[src/rtl/demux_1to4_reg.sv]
// Registered 1-to-4 demultiplexer: one holding register per channel, full throughput.
// Optional per-channel saturating transfer counters when DEMUX_CNT_EN is defined.
module demux_1to4_reg #(
  parameter int DATA_W = 32
) (
  input  logic              clk,
  input  logic              rst_n,
  input  logic [DATA_W-1:0] data_in,
  input  logic [1:0]        select,
  input  logic              in_valid,
  output logic              in_ready,
  output logic [DATA_W-1:0] data_out_0,
  output logic [DATA_W-1:0] data_out_1,
  output logic [DATA_W-1:0] data_out_2,
  output logic [DATA_W-1:0] data_out_3,
  output logic [3:0]        out_valid,
  input  logic [3:0]        out_ready
`ifdef DEMUX_CNT_EN
  ,
  output logic [31:0]       xfer_cnt
`endif
);

  // Handshake: a word moves on any rising edge where valid && ready; valid never
  // waits on ready, and an offered word/select stays put until it is taken.
  typedef enum logic {EMPTY = 1'b0, FULL = 1'b1} chan_state_t;

  chan_state_t       state_q [4];
  chan_state_t       state_d [4];
  logic [DATA_W-1:0] data_q  [4];
  logic [DATA_W-1:0] data_d  [4];
  logic [3:0]        out_xfer;
  logic              in_xfer;

  always_comb begin
    in_ready = (state_q[select] == EMPTY) || out_ready[select];
    in_xfer  = in_valid && in_ready;
    out_xfer = 4'b0000;
    for (int i = 0; i < 4; i++) begin
      state_d[i]  = state_q[i];
      data_d[i]   = data_q[i];
      out_xfer[i] = (state_q[i] == FULL) && out_ready[i];
      if (out_xfer[i]) begin
        state_d[i] = EMPTY;
      end
      // A load on the draining channel overrides the clear, keeping 1 word/cycle.
      if (in_xfer && (select == 2'(i))) begin
        state_d[i] = FULL;
        data_d[i]  = data_in;
      end
    end
  end

  always_ff @(posedge clk or negedge rst_n) begin
    if (!rst_n) begin
      for (int i = 0; i < 4; i++) begin
        state_q[i] <= EMPTY;
        data_q[i]  <= '0;
      end
    end else begin
      for (int i = 0; i < 4; i++) begin
        state_q[i] <= state_d[i];
        data_q[i]  <= data_d[i];
      end
    end
  end

  always_comb begin
    for (int i = 0; i < 4; i++) begin
      out_valid[i] = (state_q[i] == FULL);
    end
  end

  assign data_out_0 = data_q[0];
  assign data_out_1 = data_q[1];
  assign data_out_2 = data_q[2];
  assign data_out_3 = data_q[3];

`ifdef DEMUX_CNT_EN
  logic [7:0] cnt_q [4];
  logic [7:0] cnt_d [4];

  always_comb begin
    for (int i = 0; i < 4; i++) begin
      cnt_d[i] = cnt_q[i];
      if (out_xfer[i] && (cnt_q[i] != 8'hFF)) begin
        cnt_d[i] = cnt_q[i] + 8'd1;
      end
    end
  end

  always_ff @(posedge clk or negedge rst_n) begin
    if (!rst_n) begin
      for (int i = 0; i < 4; i++) begin
        cnt_q[i] <= 8'd0;
      end
    end else begin
      for (int i = 0; i < 4; i++) begin
        cnt_q[i] <= cnt_d[i];
      end
    end
  end

  assign xfer_cnt = {cnt_q[3], cnt_q[2], cnt_q[1], cnt_q[0]};
`endif

endmodule

[config.mk]
export PLATFORM = sky130hd
export DESIGN_NAME = demux_1to4_reg
export DESIGN_NICKNAME = d
export VERILOG_FILES = /design/src/rtl/demux_1to4_reg.sv
export SDC_FILE = /design/constraint.sdc
export NUM_CORES = 1
export LEC_CHECK = 0
export ABC_AREA = 1
export CORE_MARGIN = 3
export CORE_UTILIZATION = 35
export DETAILED_ROUTE_END_ITERATION = 7
export PLACE_DENSITY = 0.61
export SLEW_MARGIN = 40
export SYNTH_ARGS = -nofsm -noshare
export SYNTH_HDL_FRONTEND = slang
export SYNTH_SLANG_ARGS = --single-unit
[constraint.sdc]
create_clock -name clk -period 2.5 [get_ports clk]
set_input_delay 0.5 -clock clk [delete_from_list [all_inputs] [get_ports clk]]
set_output_delay 0.5 -clock clk [all_outputs]
set_load 0.01 [all_outputs]
==> flow_summary.yaml <==
placed_design:
  place.gp.congestion: 0.8375
  dpl.hpwl_um: 11980
  placed_cell_area_sq_mm: 0.007591
  numPortBuffers: 173
global_route:
  grt_pass1_wl_um: 29170
  grt_max_degree: 79
  grt_use_met3_pct: 5.211
  grt.busiest_layer: "met2"
  first_global_vias: 5177
  antenna_found_initial: 0
  grt_use_met1_pct: 27.87
  overflow: 0
  grt.total_usage_pct: 20.68
  grt_use_met2_pct: 32.87
yosys:
  syn_inst: 607
  ys_top_cells_by_area: "dfrtp_1, nand2_1, nand4_1"
  ys_types: 20
  synthTopCellsByCount: "nand2_1, dfrtp_1, nand4_1"
  ys.warnings.count: 0
  synth_compound_area_share_pct: 0.3534
  yosysTopAreaCellShare_pct: 58.30
  yosysSeqAreaShare_pct: 58.30
  ys_ff_latch: 132
  synthMuxAreaShare_pct: 0
  synth_edf_count: 0
  synth_xor_area_share_pct: 0
  synth.most_common_cell: "nand2_1"
  syn-num-nets: 648
  synth_simple_gate_area_share_pct: 34.54
  synth_area_sq_mm: 0.005665
  syn_avg_cell_area_sq_um: 9.333
  yosysTopAreaCell: "dfrtp_1"
  synth_top_family_by_area: "simple AND/OR/NAND/NOR gates"
  async_reset_ff_share_pct: 100.0
  synth-main-ff-cell: "dfrtp_1"
  synthAdderAreaFrac_pct: 0
cts:
  cts_root_buf: "clkbuf_16"
  cts_sinks: 132
  clk-insertion-delay-late_ns: 0.41
  cts-buffers-inserted: 17
  cts_tree: "built"
  cts-resized-gates: 1
  cts_hold_buf: 0
  path_clk_slew_ns: 0.05
  cts_buffer_depth: 2
  htree_num_levels: 4
  post-cts-setup-buffers: 0
power:
  cellInternalPower_w: 0.005419
  powerDensity_mw_per_mm2: 905.8
  p_sw_w: 0.002055
  pwr-share-comb_pct: 24.9
  pwr-share-clk_pct: 37.0
  p_leak_nw: 3.963
  seqPwrFrac_pct: 38.1
  vdd_drop_max_mv: 0.4743
  power_switching_share_pct: 27.49
timing:
  fin_crit_sh_pct: 94.43
  period_minus_slack_ns: 2.361
  hold_viol_final: 0
  slew_viol_final: 0
  fin_setup_tns_ns: 0
  clock.fmax_mhz: 423.6
  rsz0062_at_grt: "no"
  fin_skew_ns: 0.007110
  setup_violations: 0
  slew_headroom_pct: 55.18
  tightest_slew_ns: 0.6723
floorplan:
  ioPinCount: 174
  chipHeight_um: 133.2
  fp.dieW_um: 133.2
  dieArea_sq_mm: 0.01775
  core_area_sq_mm: 0.01554
  initial_core_util_pct: 36.46
  num_rows: 45
setup_path:
  r2r_cells: 9
  critPathArrivalTime_ns: 1.86
  regToRegEndpoint: "data_out_1[11]"
  worstSetupPathType: "in2out"
  crit_path_cell_trace: "clkdlybuf4s50_1 -> buf_4 -> inv_2 -> nand3_1 -> nand2_1 -> nor2_4 -> nand2_8 -> dlygate4sd2_1"
  crit_fanout: 7
  cp-end-kind: "primary output"
  r2r_slack_ns: 0.69
  cp.required_ns: 2.00
  rr_startpoint: "out_valid[3]"
  critical_path.slowest_cell: "clkdlybuf4s50_1"
  critical-path-max-stage-delay_ns: 0.45
  cp-startpoint: "select[0]"
  startpoint_type: "input port"
worst_hold_path:
  hp-class: "in2async"
job:
  cap_violations: 0
drt:
  antenna_left: 0
  via_per_inst: 5.211
  wire_per_inst_um: 18.30
  drt-initial-drc-count: 374
  drc: 0
  dr_total_vias: 5175
  firstDrtPassIters: 5
  wirelength_um: 18170
layout:
  fillers: 1414
  antenna_cells: 0
  area_growth_pct: 45.63
  final_cell_area_sq_mm: 0.008250
  fin_nets: 810
  drive_gt1_share_pct: 8.696
  final-seq-area_sq_mm: 0.003303
  multi_input_area_sq_mm: 0.001992
status:
  status: "finished clean"
[cell usage in the layout, fill, tap and decap left out, drive strengths merged]
master and n:
dlygate4sd2 1, clkinvlp 1, nand4 128, nand2 270, buf 27, clkinv 3, nand3 7, dfrtp 132
clkbuf 23, nor2 4, bufinv 5, inv 7, o21ai 4, clkdlybuf4s50 170
[power groups by stage]
stage | Sequential (W) | Combinational (W) | Clock, W
after global routing | 0.00289 | 0.00201 | 0.00291
after CTS | 0.00285 | 0.00188 | 0.00281
after global placement | 0.00286 | 0.00186 | 0
after floorplan | 0.00302 | 0.000524 | 0
final | 0.00285 | 0.00186 | 0.00277
after detailed placement | 0.00287 | 0.00188 | 0
[critical path: cells and delay by family]
family | cells | cell delay [ns]
buf+inv | 4 | 0.97
simple gates | 4 | 0.38
[worst max-delay path by stage]
stage	endpoint	slack, ns	depth (start not counted)
2_1_floorplan	in_ready	0.72	7
3_3_place_gp	in_ready	-0.08	9
3_5_place_dp	in_ready	-0.1	9
4_1_cts	in_ready	0.13	8
5_1_grt	in_ready	0.07	8
6_report	in_ready	0.14	8
[registers in the layout, indices dropped and copies added, names as in the netlist]
signal      cells
data_out_3     32
out_valid       4
data_out_0     32
data_out_1     32
data_out_2     32
[area by class of cell]
class | count | area share (%)
clock buffers | 23 | 5.914
clock inverters | 9 | 2.093
inverters | 7 | 0.3185
multi-input cells | 413 | 24.14
flip-flops and latches | 132 | 40.04
well taps | 211 | 3.200
repair buffers | 198 | 24.29
[routing by layer]
layer  vias to the layer above  routed length (um)
li1                       2391                   -
met1                      2566                8084
met2                       197                8712
met3                        21                1094
met4                         0                 278
met5                         -                   0
[per-stage QoR]
stage	power (W)	utilization (%)	std cells	setup WS (ns)	hold WS [ns]
CTS	0.007549	53.09	993	0.1345	0.07499
finish	0.007473	53.09	993	0.1392	0.06648
global route	0.007814	53.09	993	0.07130	0.09849
floorplan	0.003539	-	607	0.7190	0.2044
global placement	0.004721	48.85	961	-0.07884	0.4562
detailed placement	0.004753	48.85	961	-0.09879	0.4594
[logic make-up (layout without fill, tap and decap cells)]
logic type | count (synthesis) | after routing
simple gates | 409 | 409
flops | 132 | 132
compound gates | 4 | 4
buf+inv | 62 | 237
Note: power is estimated with default switching activity, not from simulation.
